==> src/rtl/arith_seq_unit.sv <==
// Multicycle arithmetic responder: single-cycle ADD/SUB, restoring shift-subtract MOD.
// Start/busy/done handshake; results and flags are held until the next completion.
module arith_seq_unit #(
  parameter int WIDTH = 32
) (
  input  logic             clk,
  input  logic             rst_n,
  input  logic             start_i,
  input  logic [2:0]       op_i,
  input  logic [WIDTH-1:0] a_i,
  input  logic [WIDTH-1:0] b_i,
  output logic             busy_o,
  output logic             done_o,
  output logic [WIDTH-1:0] result_o,
  output logic             div_zero_o,
  output logic             illegal_o
);

  // state | meaning
  // IDLE  | waiting for start_i
  // CALC  | one remainder step per cycle, WIDTH cycles
  // DONE  | done_o pulse, result registers valid

  localparam int CNT_W = $clog2(WIDTH + 1);

  localparam logic [2:0] ARITH_ADD = 3'b000;
  localparam logic [2:0] ARITH_SUB = 3'b001;
  localparam logic [2:0] ARITH_MOD = 3'b101;

  typedef enum logic [1:0] {
    IDLE = 2'd0,
    CALC = 2'd1,
    DONE = 2'd2
  } state_t;

  state_t r_state;
  state_t w_state_nxt;

  logic [CNT_W-1:0] r_cnt;
  logic [WIDTH-1:0] r_rem;
  logic [WIDTH-1:0] r_sh;
  logic [WIDTH-1:0] r_b;
  logic [WIDTH-1:0] r_result;
  logic             r_div_zero;
  logic             r_illegal;

  logic [WIDTH:0]   w_rem_sh;
  logic             w_ge;
  logic [WIDTH-1:0] w_rem_nxt;
  logic [WIDTH-1:0] w_imm_result;
  logic             w_imm_div_zero;
  logic             w_imm_illegal;
  logic             w_accept;
  logic             w_last;

  assign w_accept = (r_state == IDLE) && start_i;
  assign w_last   = (r_cnt == CNT_W'(1));

  // Remainder always stays below b, so the WIDTH-bit difference is exact.
  assign w_rem_sh  = {r_rem, r_sh[WIDTH-1]};
  assign w_ge      = (w_rem_sh >= {1'b0, r_b});
  assign w_rem_nxt = w_ge ? (w_rem_sh[WIDTH-1:0] - r_b) : w_rem_sh[WIDTH-1:0];

  always_comb begin
    w_imm_result   = '0;
    w_imm_div_zero = 1'b0;
    w_imm_illegal  = 1'b0;
    case (op_i)
      ARITH_ADD: w_imm_result = a_i + b_i;
      ARITH_SUB: w_imm_result = a_i - b_i;
      ARITH_MOD: begin
        // Only reaches DONE directly when b_i is zero.
        w_imm_result   = a_i;
        w_imm_div_zero = 1'b1;
      end
      default:   w_imm_illegal = 1'b1;
    endcase
  end

  always_ff @(posedge clk or negedge rst_n) begin
    if (!rst_n) r_state <= IDLE;
    else        r_state <= w_state_nxt;
  end

  always_comb begin
    w_state_nxt = r_state;
    case (r_state)
      IDLE: begin
        if (start_i) begin
          if ((op_i == ARITH_MOD) && (b_i != '0)) w_state_nxt = CALC;
          else                                    w_state_nxt = DONE;
        end
      end
      CALC:    if (w_last) w_state_nxt = DONE;
      DONE:    w_state_nxt = IDLE;
      default: w_state_nxt = IDLE;
    endcase
  end

  always_ff @(posedge clk or negedge rst_n) begin
    if (!rst_n) begin
      r_cnt      <= '0;
      r_rem      <= '0;
      r_sh       <= '0;
      r_b        <= '0;
      r_result   <= '0;
      r_div_zero <= 1'b0;
      r_illegal  <= 1'b0;
    end else if (w_accept) begin
      r_b <= b_i;
      if (w_state_nxt == CALC) begin
        r_cnt <= CNT_W'(WIDTH);
        r_rem <= '0;
        r_sh  <= a_i;
      end else begin
        r_result   <= w_imm_result;
        r_div_zero <= w_imm_div_zero;
        r_illegal  <= w_imm_illegal;
      end
    end else if (r_state == CALC) begin
      r_rem <= w_rem_nxt;
      r_sh  <= {r_sh[WIDTH-2:0], 1'b0};
      r_cnt <= r_cnt - CNT_W'(1);
      if (w_last) begin
        r_result   <= w_rem_nxt;
        r_div_zero <= 1'b0;
        r_illegal  <= 1'b0;
      end
    end
  end

  assign busy_o     = (r_state != IDLE);
  assign done_o     = (r_state == DONE);
  assign result_o   = r_result;
  assign div_zero_o = r_div_zero;
  assign illegal_o  = r_illegal;

endmodule

==> config.mk <==
export PLATFORM = sky130hd
export DESIGN_NAME = arith_seq_unit
export DESIGN_NICKNAME = d
export VERILOG_FILES = /design/src/rtl/arith_seq_unit.sv
export SDC_FILE = /design/constraint.sdc
export NUM_CORES = 1
export LEC_CHECK = 0
export BUFFER_PORTS_ARGS = -buffer_cell sky130_fd_sc_hd__buf_2
export CELL_PAD_IN_SITES_DETAIL_PLACEMENT = 1
export CELL_PAD_IN_SITES_GLOBAL_PLACEMENT = 2
export CORE_MARGIN = 2
export CORE_UTILIZATION = 39
export DETAILED_ROUTE_END_ITERATION = 8
export PLACE_DENSITY = 0.93
export SLEW_MARGIN = 20
export SYNTH_ARGS = -nofsm -noshare
export SYNTH_HDL_FRONTEND = slang
export SYNTH_SLANG_ARGS = --single-unit
==> constraint.sdc <==
create_clock -name clk -period 6.4 [get_ports clk]
set_input_delay 0.32 -clock clk [delete_from_list [all_inputs] [get_ports clk]]
set_output_delay 0.32 -clock clk [all_outputs]
set_load 0.01 [all_outputs]
## Yosys cells after proc, flatten, opt, wreduce, memory -nomap -nowiden

Index checks and enable logic that the tools add are counted.

- Input bits: 70
- Output and inout bits: 36
- Logic and storage cells: 59
- Register bits: 138

- Add/sub/neg operators: 4
- Mux-type cells: 27
- Reductions and logical operators: 11
- $lt $le $gt $ge: 1
- Equality and inequality tests: 8

Operators with widths:

| operator | number |
|---|---|
| $mux 32 | 11 |
| $pmux 32 s3 | 1 |
| $sub 32x32->32 | 2 |
| $ge 33x32->1 | 1 |
| $add 32x32->32 | 1 |
| $reduce_bool 32->1 | 1 |
| $mux 6 | 3 |
| $mux 1 | 8 |
| $eq 6x1->1 const B | 1 |
| $mux 2 | 3 |
| $reduce_bool 2->1 | 3 |
| $sub 6x1->6 const B | 1 |
| $eq 2x1->1 const B | 2 |
| $pmux 2 s2 | 1 |
| $eq 3x1->1 const B | 1 |
| $eq 3x3->1 const B | 1 |
| $logic_not 3->1 | 1 |
| $reduce_and 3->1 | 1 |
| $reduce_or 3->1 | 1 |
| $eq 2x2->1 const B | 1 |
| $logic_and 1x1->1 | 2 |
| $logic_not 2->1 | 1 |
| $ne 2x1->1 const B | 1 |
| $ne 2x2->1 const B | 1 |
| $reduce_and 2->1 | 1 |

## Depth between registers and ports, before layout

Gate-level depths: netlist of the first run.

- Word-level depth: 8
- Mapped depth: 19

## Worst setup path after synthesis of the first run

OpenSTA, ideal clock, no wires.

- Kind: in2reg
- From: input b_i[7]
- To: register r_result[27] (netlist: result_o[27])
- Path slack: 2.196 ns
- Library setup time: 0.121 ns
- Stages on the path: 16
- Data arrival time: 4.083 ns
- Cells stage by stage: or4_4 > nor4b_4 > nand3b_1 > or4_1 > nor3_1 > nor2_1 > xnor2_1 > ha_1 > clkbuf_1 > a21o_1 > a21o_1 > or3_1 > o21ai_0 > xnor2_1 > a221o_1 > o22a_1

- Word-level cells in the longest chain between the ends: 8
- Elaborated cells between the ends (all ways): 13

Ends and longest elaborated chain:

| element | RTL line | text |
|---|---|---|
| from (decl) | 11 | `input logic [WIDTH-1:0] b_i,` |
| parallel branches: the longest is 8 deep, another holds $sub 32x32->32 | -- |  |
| to (signal assigned) | 116 | `r_result <= w_imm_result;` |
| to (signal assigned) | 125 | `r_result <= w_rem_nxt;` |
| to (decl) | 43 | `logic [WIDTH-1:0] r_result;` |

Several ways; the timed one is not identified. The select of a mux whose other input is x is not followed.
A chain may end at the register's enable or synchronous reset.

## Final worst setup path of the first run

- From: register r_rem[7]
- To: register r_result[1] (netlist: result_o[1])

- Word-level cells in the longest chain between the ends: 5

Ends and longest elaborated chain:

| element | RTL line | text |
|---|---|---|
| from (decl) | 40 | `logic [WIDTH-1:0] r_rem;` |
| from (signal assigned) | 121 | `r_rem <= w_rem_nxt;` |
| $ge 33x32->1 | 61 | `assign w_ge = (w_rem_sh >= {1'b0, r_b});` |
| $mux 32 | 62 | `assign w_rem_nxt = w_ge ? (w_rem_sh[WIDTH-1:0] - r_b) : w_rem_sh[WIDTH-1:0];` |
| $mux 32 | 124 | `if (w_last) begin` |
| $mux 32 | 120 | `end else if (r_state == CALC) begin` |
| $mux 32 | 109 | `end else if (w_accept) begin` |

No other way between the ends. The select of a mux whose other input is x is not followed.

==> results of run 1 <==
==> kinds of logic after synthesis <==
group / synth area share, %
buffers and inverters: 5.67
multiplexers: 2.09
XOR/XNOR: 6.74
AO/OA/AOI/OAI: 26.5
flip-flops: 32.0
AND/OR/NAND/NOR: 19.0
adder cells (fa/ha/maj): 8.03
==> cell usage after synthesis, drive strengths merged (5+ instances only) <==
cell	n
nand2	198
dfrtp	138
nor2	112
o21ai	95
a21oi	88
ha	66
inv	63
xnor2	60
a31oi	51
clkbuf	50
a21o	47
buf	32
nor3	30
o31ai	29
xor2	23
a211oi	21
mux2i	18
a221oi	17
nand3	15
nand4	14
nand2b	12
o21a	11
nor4	9
and2	8
nor2b	8
o211ai	8
nand3b	7
a21boi	6
and3	6
o31a	5
or4	5
==> cell type report <==
cell class              instances  area, µm²
multi-input cells            1048       6740
diodes                          2       5.00
clock buffers                  17        425
clock inverters                14        138
well taps                     341        427
flip-flops and latches        138       3450
repair buffers                118        644
fillers                      3262      15000
inverters                      64        240
==> sequential cells by signal, summed over array words and instances (netlist names) <==
signal and cells:
r_cnt 6, r_state 2, r_sh 32, illegal_o 1, r_b 32, r_rem 32
div_zero_o 1, result_o 32
==> routing by layer <==
metal / part of all wire [%] / wire, µm / up-vias
met4: 2.2 / 828 / 0
li1: - / - / 4906
met1: 46 / 17400 / 5279
met5: 0 / 0 / -
met3: 4.7 / 1780 / 45
met2: 47 / 18100 / 294
==> worst max-delay path by stage <==
stage             start           end  slack, ns  cells after the start
2_1_floorplan    b_i[7]  result_o[27]       2.20                     16
3_3_place_gp     b_i[7]  result_o[27]       1.72                     16
3_5_place_dp     b_i[7]  result_o[27]       1.64                     16
4_1_cts          r_b[1]  result_o[30]       2.02                     11
5_1_grt        r_rem[7]   result_o[1]       1.66                     10
6_report       r_rem[7]   result_o[1]       1.95                     10
==> per-stage QoR <==
stage | total power, W | cells | utilization (%) | area [µm²] | hold slack (ns)
4_1_cts | 0.00556 | 1739 | 44.6 | 12000 | 0.149
6_report | 0.00555 | 1742 | 44.7 | 12100 | 0.158
5_1_grt | 0.00596 | 1740 | 44.6 | 12100 | 0.181
3_5_place_dp | 0.00454 | 1707 | 42.4 | 11500 | 0.393
2_1_floorplan | 0.00360 | 1332 | - | 10800 | 0.0244
3_3_place_gp | 0.00445 | 1707 | 42.4 | 11500 | 0.389
==> where the power goes <==
part	internal, W	switching (W)
combinational	0.00117	0.00194
clock	0.000520	0.000480
sequential	0.00121	0.000235
==> worst min-delay path, delay by kind of cell <==
| family | cells | cell delay [ns] |
|---|---|---|
| compound gates | 1 | 0.07 |
| simple gates | 1 | 0.06 |
| buf+inv | 1 | 0.12 |
==> timing repair <==
action	CTS	global route
endpoints found under the hold margin	69	0
hold buffers	1	0
gates resized for setup	0	0
==> flow_summary_export.csv, run 1 <==
group,metric,value,unit
drt,vias_per_cell,6.04,
setup_path,worst-path-max-fanout,17,
setup_path,cp-start-kind,"flop",
synth,avgSynthCellArea,8.10,µm²
drt,drc,0,
layout,final_common_cell,"nand2_1",
clocking,cts_tree,"yes",
drt,drt-total-wl,38100,µm
clocking,root_buffer,"clkbuf_16",
grt,grt_pass1_wl,59600,µm
synth,yosysUniqueCellTypes,82,
synth,ys.flop_type,"dfrtp_1",
setup_path,critPathMaxStageDelay,0.86,ns
setup_path,critPathBufInv,0,
placement,dp_slack,1.64,ns
layout,final_cell_mix,"nand2_1, dfrtp_1, nor2_1, buf_2, o21ai_0",
timing,fin_skew,0.0133,ns
synth,yosysSeqAreaShare,32.0,%
grt,grt_use_met1,35.9,%
drt,drt_pass1_iterations,5,
grt,met2_usage,44.5,%
die,die_h,170,µm
setup_path,path_cells,"ha_1, a21oi_1, o21ai_0, a31oi_1, a2111oi_4, nor3_2, or2_1, mux2i_1, a211oi_1, a21o_1",
grt,antenna_found_initial,2,
timing,rsz0062_at_grt,"false",
setup_path,r2r-start,"r_rem[7]",
timing,setup_tns,0,ns
clocking,clkSinkCount,138,
layout,drive_above_1_share,12.7,%
timing,maxSlewHeadroom,29.7,%
setup_path,cpMaxStageDelayCell,"nor3_2",
synth,synth_fp_nets,1470,
setup_path,path_delay_family,"simple AND/OR/NAND/NOR gates",
layout,areaGrowthSynthToFinish,11.9,%
power_and_ir_drop,cellPowerDensity,460,nW/µm²
setup_path,critPathKind,"reg2reg",
timing,fmax,0.225,GHz
grt,grt_pass1_vias,10475,
synth,synth_top_area_cell,"dfrtp_1",
synth,yosys_register_bits,138,
clocking,post_cts_buffers,0,
timing,period_minus_slack,4.45,ns
status,outcome,"complete, no violations",
power_and_ir_drop,leakage,5.51,nW
layout,nets,1525,
power_and_ir_drop,peakVddDrop,244,µV
grt,gr-usage-all-layers,26.6,%
die,rows,60,
setup_path,reg2reg_slack,1.95,ns
drt,num_vias,10524,
synth,synth_top_cells_by_area,"dfrtp_1, ha_1, nand2_1, xnor2_1, o21ai_0",
synth,syn_area,10800,µm²
timing,maxSlewViolCount,0,
clocking,cts_max_path_buffers,2,
drt,ant_nets,0,
placement,port_buffers,105,
setup_path,cp.required,6.72,ns
synth,async_reset_ff_share,100,%
hold_path,min_from,"a_i[3]",
timing,period_share,69.5,%
timing,setup_ws,1.95,ns
die,fp.dieArea,29000,µm²
synth,ys_warn_count,0,
die,die_w,170,µm
die,num_io_pins,106,
grt,overflow,0,
synth,yosys.area.top_type_share,32.0,%
placement,place_congestion,0.941,
job,cap_viol_max_count,0,
synth,postSynthCellCount,1332,
die,core_area,27000,µm²
setup_path,rr_worst_depth,10,
grt,grt_max_degree,71,
clocking,clkSlewWorstSetupHoldPaths,0.08,ns
clocking,htree_num_levels,4,
grt,gr-max-usage-layer,"met2",
clocking,cts_made_buffers,17,
setup_path,critPathCaptureType,"flop",
setup_path,critPathArrivalTime,4.77,ns
placement,dpl.hpwl,29200,µm
setup_path,r2r_end,"result_o[1]",
drt,wl_per_cell,21.8,µm
die,start_util,39.9,%
synth,synth_edf_count,0,
hold_path,min_path_cells,3,
timing,tightestPinTransition,1.05,ns
hold_path,min_path_type,"in2reg",
drt,first_iter_violations,862,
grt,grt_util_met3,3.56,%
clocking,insertion_delay,0.44,ns
hold_path,hold_end,"r_sh[3]",
timing,hold_viol_final,0,
timing,setup_violations,0,
(Power assumes the default switching activity.)
==> inputs of run 2 (changes only) <==
--- a/config.mk
+++ b/config.mk
@@ -9,9 +9,9 @@
 export CELL_PAD_IN_SITES_DETAIL_PLACEMENT = 1
 export CELL_PAD_IN_SITES_GLOBAL_PLACEMENT = 2
 export CORE_MARGIN = 2
-export CORE_UTILIZATION = 39
+export CORE_UTILIZATION = 36
 export DETAILED_ROUTE_END_ITERATION = 8
-export PLACE_DENSITY = 0.93
+export PLACE_DENSITY = 0.87
 export SLEW_MARGIN = 20
 export SYNTH_ARGS = -nofsm -noshare
 export SYNTH_HDL_FRONTEND = slang
==> constraint.sdc (replaced) <==
create_clock -name clk -period 4.3 [get_ports clk]
set_input_delay 0.215 -clock clk [delete_from_list [all_inputs] [get_ports clk]]
set_output_delay 0.215 -clock clk [all_outputs]
set_load 0.01 [all_outputs]
==> run 2 against run 1 <==
  * Routed wire length increased by 5.3%
  * Via count increased by 2.0%
  * Sequential share of layout area decreased by 0.78 points
  * Worst hold slack got worse by 0.10 ns
  * Register-to-register slack got worse by 1.5 ns
==> flow_summary_export.csv, run 2 (synthesis gave the netlist of run 1 again) <==
group,metric,value,unit
timing,setup_violations,0,
power_and_ir_drop,leakage,5.69,nW
timing,hold_viol_final,0,
clocking,cts_made_buffers,17,
clocking,clkSlewWorstSetupHoldPaths,0.07,ns
die,die_h,177,µm
die,fp.dieArea,31400,µm²
layout,nets,1562,
grt,gr-usage-all-layers,25.7,%
grt,antenna_found_initial,1,
drt,drc,0,
grt,grt_pass1_vias,10930,
drt,drt-total-wl,40100,µm
grt,grt_pass1_wl,62600,µm
drt,wl_per_cell,21.9,µm
status,outcome,"complete, no violations",
power_and_ir_drop,finalPower,0.00847,W
placement,postPlaceCellArea,11800,µm²
setup_path,critPathCaptureType,"flop",
setup_path,cp.required,4.61,ns
layout,nFillCells,3629,
clocking,htree_num_levels,4,
timing,period_share,92.3,%
layout,design_area,12400,µm²
timing,rsz0062_at_grt,"false",
setup_path,path_cells,"buf_2, or4_1, nor3_1, nand3b_1, or4_1, nor3_1, nor2_1, xnor2_1, ha_1, a21o_1, a21o_1, or3_1, o21ai_0, xnor2_1, a221o_1, o22a_1",
clocking,root_buffer,"clkbuf_16",
setup_path,critPathMaxStageDelay,0.67,ns
timing,period_minus_slack,3.97,ns
power_and_ir_drop,peakVddDrop,315,µV
clocking,insertion_delay,0.44,ns
setup_path,critPathKind,"in2reg",
setup_path,worst-path-max-fanout,4,
die,core_area,29600,µm²
setup_path,cpMaxStageDelayCell,"or4_1",
layout,areaGrowthSynthToFinish,15.1,%
layout,final_cell_mix,"nand2_1, dfrtp_1, nor2_1, buf_2, o21ai_0",
layout,final_common_cell,"nand2_1",
setup_path,critPathArrivalTime,4.28,ns
die,start_util,36.5,%
drt,first_iter_violations,669,
clocking,cts_resized,0,
placement,place_congestion,0.918,
timing,maxSlewViolCount,0,
timing,fmax,0.252,GHz
timing,tightestPinTransition,1.10,ns
layout,drive_above_1_share,14.9,%
timing,maxSlewHeadroom,26.4,%
die,rows,63,
drt,vias_per_cell,5.88,
timing,setup_tns,0,ns
clocking,clkSinkCount,138,
drt,drt_pass1_iterations,5,
placement,dpl.hpwl,30700,µm
hold_path,min_path_type,"in2reg",
drt,num_vias,10735,
timing,fin_skew,0.0187,ns
die,die_w,177,µm
clocking,cts_tree,"yes",
clocking,cts_max_path_buffers,2,
job,cap_viol_max_count,0,
layout,antennaDiodeCount,0,
timing,whs,0.0554,ns
grt,overflow,0,
die,num_io_pins,106,
drt,ant_nets,0,
clocking,post_cts_buffers,0,
placement,port_buffers,105,
power_and_ir_drop,cellPowerDensity,682,nW/µm²
setup_path,cp-start-kind,"input port",
grt,grt_max_degree,75,
## run 2: path summary, 6_finish.rpt
check / from / endpoint / slack, ns / cells after the start
max: b_i[11] / result_o[27] / 0.33 / 16
min: b_i[27] / r_b[27] / 0.06 / 3
max reg2reg: r_sh[31] / result_o[24] / 0.42 / 13
min reg2reg: result_o[4] / result_o[4] / 0.48 / 1
max in group asynchronous: rst_n / r_rem[17] / 2.91 / 3
min in group asynchronous: rst_n / r_b[4] / 0.36 / 2
## run 2: stage by stage
step,worst slack [ns],utilization (%),instances
floorplan,0.201,-,1332
global placement,0.103,40.0,1794
detailed placement,0.00928,40.0,1794
CTS,0.240,42.0,1827
global route,0.121,42.0,1827
finish,0.330,42.0,1827
## run 2: timing repair
| action | 4_1_cts | 5_1_grt |
|---|---|---|
| hold buffers | 1 | 0 |
| setup endpoints to repair | 0 | 0 |
| endpoints found under the hold margin | 72 | 0 |
## run 2: area by class of cell
| class | instances | area, µm² | area share, % |
|---|---|---|---|
| well taps | 390 | 488 | 3.93 |
| multi-input cells | 1048 | 6740 | 54.3 |
| clock inverters | 14 | 140 | 1.13 |
| clock buffers | 18 | 429 | 3.46 |
| flip-flops and latches | 138 | 3450 | 27.8 |
| repair buffers | 155 | 922 | 7.43 |
| inverters | 64 | 240 | 1.94 |
## run 2: where the power goes
group          total [W]  leakage, nW  switching (W)  internal [W]
sequential       0.00216         1.68       0.000365       0.00179
clock            0.00148        0.282       0.000709      0.000775
combinational    0.00483         3.73        0.00296       0.00187
## run 2: per-layer routing
metal	global-route usage, %	vias up	share of wire (%)
met4	6.75	2	2.2
met3	3.31	55	4.9
li1	-	4983	-
met1	34.5	5371	45
met5	0	-	0.030
met2	43.4	324	47
## run 2: critical path, delay by kind of cell
kind / cells / cell delay [ns]
buffers and inverters: 1 / 0.10
and+or+nand+nor: 7 / 2.25
adders and majority gates: 1 / 0.30
xor gates and xnor gates: 2 / 0.28
AOI/OAI and AO/OA: 5 / 1.14
==> inputs of run 3 (changes only) <==
--- a/config.mk
+++ b/config.mk
@@ -11,7 +11,7 @@
 export CORE_MARGIN = 2
 export CORE_UTILIZATION = 36
 export DETAILED_ROUTE_END_ITERATION = 8
-export PLACE_DENSITY = 0.87
+export PLACE_DENSITY = 0.85
 export SLEW_MARGIN = 20
 export SYNTH_ARGS = -nofsm -noshare
 export SYNTH_HDL_FRONTEND = slang
==> run 3 against run 2 <==
  * Critical path depth is 5 lower
  * Maximum frequency is 2.1% lower
  * Critical endpoint is now result_o[5]
  * Sequential share of layout area is 0.14 points lower
  * First-iteration DRC count is 0.45% higher
  * Combinational power hardly changed
  * Via count is 1.2% lower
  * Cell count is 0.11% lower
  * Register-to-register slack worse by 0.18 ns
  * Clock skew is 0.0086 ns lower
  * Clock-buffer cell count is 1 higher
  * Routed wire length is 0.58% lower
==> flow_summary_export.csv, run 3 (synthesis gave the netlist of run 1 again) <==
group,metric,value,unit
timing,fin_skew,0.0101,ns
layout,nFillCells,3591,
drt,ant_nets,0,
power_and_ir_drop,finalPower,0.00863,W
layout,final_common_cell,"nand2_1",
power_and_ir_drop,cellPowerDensity,692,nW/µm²
drt,drt-total-wl,39900,µm
layout,drive_above_1_share,14.7,%
timing,period_share,94.4,%
timing,maxSlewViolCount,0,
timing,rsz0062_at_grt,"false",
power_and_ir_drop,p_clk_share,19.2,%
clocking,cts_made_buffers,17,
timing,fmax,0.246,GHz
die,core_area,29600,µm²
setup_path,reg2reg_slack,0.24,ns
timing,whs,0.0582,ns
setup_path,r2r-start,"r_rem[7]",
job,cap_viol_max_count,0,
drt,vias_per_cell,5.81,
layout,final_core_util,42.2,%
setup_path,critPathMaxStageDelay,0.92,ns
power_and_ir_drop,peakVddDrop,320,µV
hold_path,hold_end,"r_b[28]",
grt,met2_usage,42.6,%
timing,maxSlewHeadroom,24.8,%
grt,grt_max_degree,106,
die,die_h,177,µm
clocking,root_buffer,"clkbuf_16",
grt,grt_pass1_wl,62300,µm
clocking,htree_num_levels,4,
die,rows,63,
status,outcome,"complete, no violations",
timing,setup_ws,0.243,ns
drt,drc,0,
placement,postPlaceCellArea,11800,µm²
setup_path,cp-start-kind,"flop",
clocking,clkSinkCount,138,
layout,nets,1558,
setup_path,critPathCaptureType,"flop",
setup_path,worst-path-max-fanout,10,
clocking,post_cts_buffers,0,
placement,dp_slack,-0.0287,ns
hold_path,min_path_cells,3,
timing,setup_violations,0,
die,die_w,177,µm
grt,grt_use_met1,34.5,%
drt,wl_per_cell,21.8,µm
clocking,clkSlewWorstSetupHoldPaths,0.07,ns
setup_path,cpMaxStageDelayCell,"nor3_1",
setup_path,critPathKind,"reg2reg",
layout,design_area,12500,µm²
placement,dpl.hpwl,30700,µm
die,num_io_pins,106,
placement,place_congestion,0.948,
timing,tightestPinTransition,1.12,ns
setup_path,r2r_end,"result_o[5]",
power_and_ir_drop,sequentialPowerShare,25.1,%
setup_path,critPathArrivalTime,4.38,ns
timing,hold_viol_final,0,
setup_path,rr_worst_depth,11,
drt,num_vias,10604,
power_and_ir_drop,swShare,46.0,%
power_and_ir_drop,p_int,0.00466,W
timing,period_minus_slack,4.06,ns
clocking,insertion_delay,0.43,ns
grt,overflow,0,
hold_path,min_from,"b_i[28]",
grt,grt_util_met3,3.57,%
grt,antenna_found_initial,1,
grt,gr-usage-all-layers,25.7,%
die,fp.dieArea,31400,µm²
power_and_ir_drop,power_switching,0.00397,W
setup_path,cp.required,4.63,ns
clocking,cts_tree,"yes",
hold_path,min_path_type,"in2reg",
power_and_ir_drop,leakage,5.70,nW
placement,port_buffers,105,
die,start_util,36.5,%
drt,first_iter_violations,672,
grt,gr-max-usage-layer,"met2",
layout,areaGrowthSynthToFinish,15.7,%
drt,drt_pass1_iterations,5,
grt,grt_pass1_vias,10949,
setup_path,path_cells,"ha_1, a21oi_1, o21ai_0, a31oi_1, a2111oi_4, nor3_1, nor2_4, buf_4, mux2i_1, a211oi_1, a21o_1",
layout,final_cell_mix,"nand2_1, dfrtp_1, nor2_1, buf_2, o21ai_0",
power_and_ir_drop,pwr-share-comb,55.8,%
clocking,cts_max_path_buffers,2,
==> run 3: cell types whose count changed in the layout (fill, tap and decap cells not counted), sizes merged <==
cell,previous run,this run
inv,74,66
bufinv,0,4
diode,0,2
clkbuf,18,19
clkinv,4,5
buf,154,150
clkinvlp,0,2
==> run 3: stage by stage <==
step	TNS, ns	std cells
after global routing	0	1823
after floorplan	0	1332
after global placement	0	1789
final	0	1825
after detailed placement	-0.0287	1789
after CTS	0	1822
==> run 3: area by class of cell <==
cell class / instances / area [µm²] / area share, %
clock inverter: 13 / 189 / 1.51
antenna: 2 / 5.00 / 0.0401
tap: 390 / 488 / 3.91
timing repair buffer: 151 / 912 / 7.31
multi-input combinational: 1048 / 6730 / 54.0
clock buffer: 19 / 453 / 3.63
inverter: 64 / 240 / 1.93
sequential: 138 / 3450 / 27.7
==> run 3: repair_timing <==
action	CTS	global route
gates resized for setup	0	0
hold buffers	1	0
hold endpoints to repair	57	0
==> run 3: power by group through the flow <==
stage	Sequential, W	Clock (W)	Combinational, W
floorplan	0.00211	0	0.00325
global placement	0.00215	0	0.00465
detailed placement	0.00217	0	0.00476
CTS	0.00216	0.00166	0.00480
global route	0.00222	0.00172	0.00529
finish	0.00216	0.00165	0.00482
==> run 3: per-layer routing <==
metal  part of all wire (%)  wire length (µm)
met1                     46             18300
met2                     47             18600
met3                    4.7              1880
met4                    2.7              1080
met5                      0                 0
==> run 3: critical path, delay by kind of cell (launching register included) <==
family | cells | cell delay [ns]
mux | 1 | 0.41
flops | 1 | 0.41
compound gates | 6 | 1.32
simple gates | 2 | 1.09
buf+inv | 1 | 0.27
fa+ha+maj | 1 | 0.44
==> run 3: how the worst max path moves through the flow <==
stage / end / startpoint / cells past startpoint / slack (ns)
6_report: result_o[5] / r_rem[7] / 11 / 0.24
5_1_grt: result_o[25] / b_i[7] / 18 / 0.04
4_1_cts: result_o[5] / r_rem[7] / 11 / 0.33
3_5_place_dp: result_o[25] / b_i[7] / 18 / -0.03
3_3_place_gp: result_o[25] / b_i[7] / 18 / 0.06
2_1_floorplan: result_o[27] / b_i[7] / 16 / 0.20
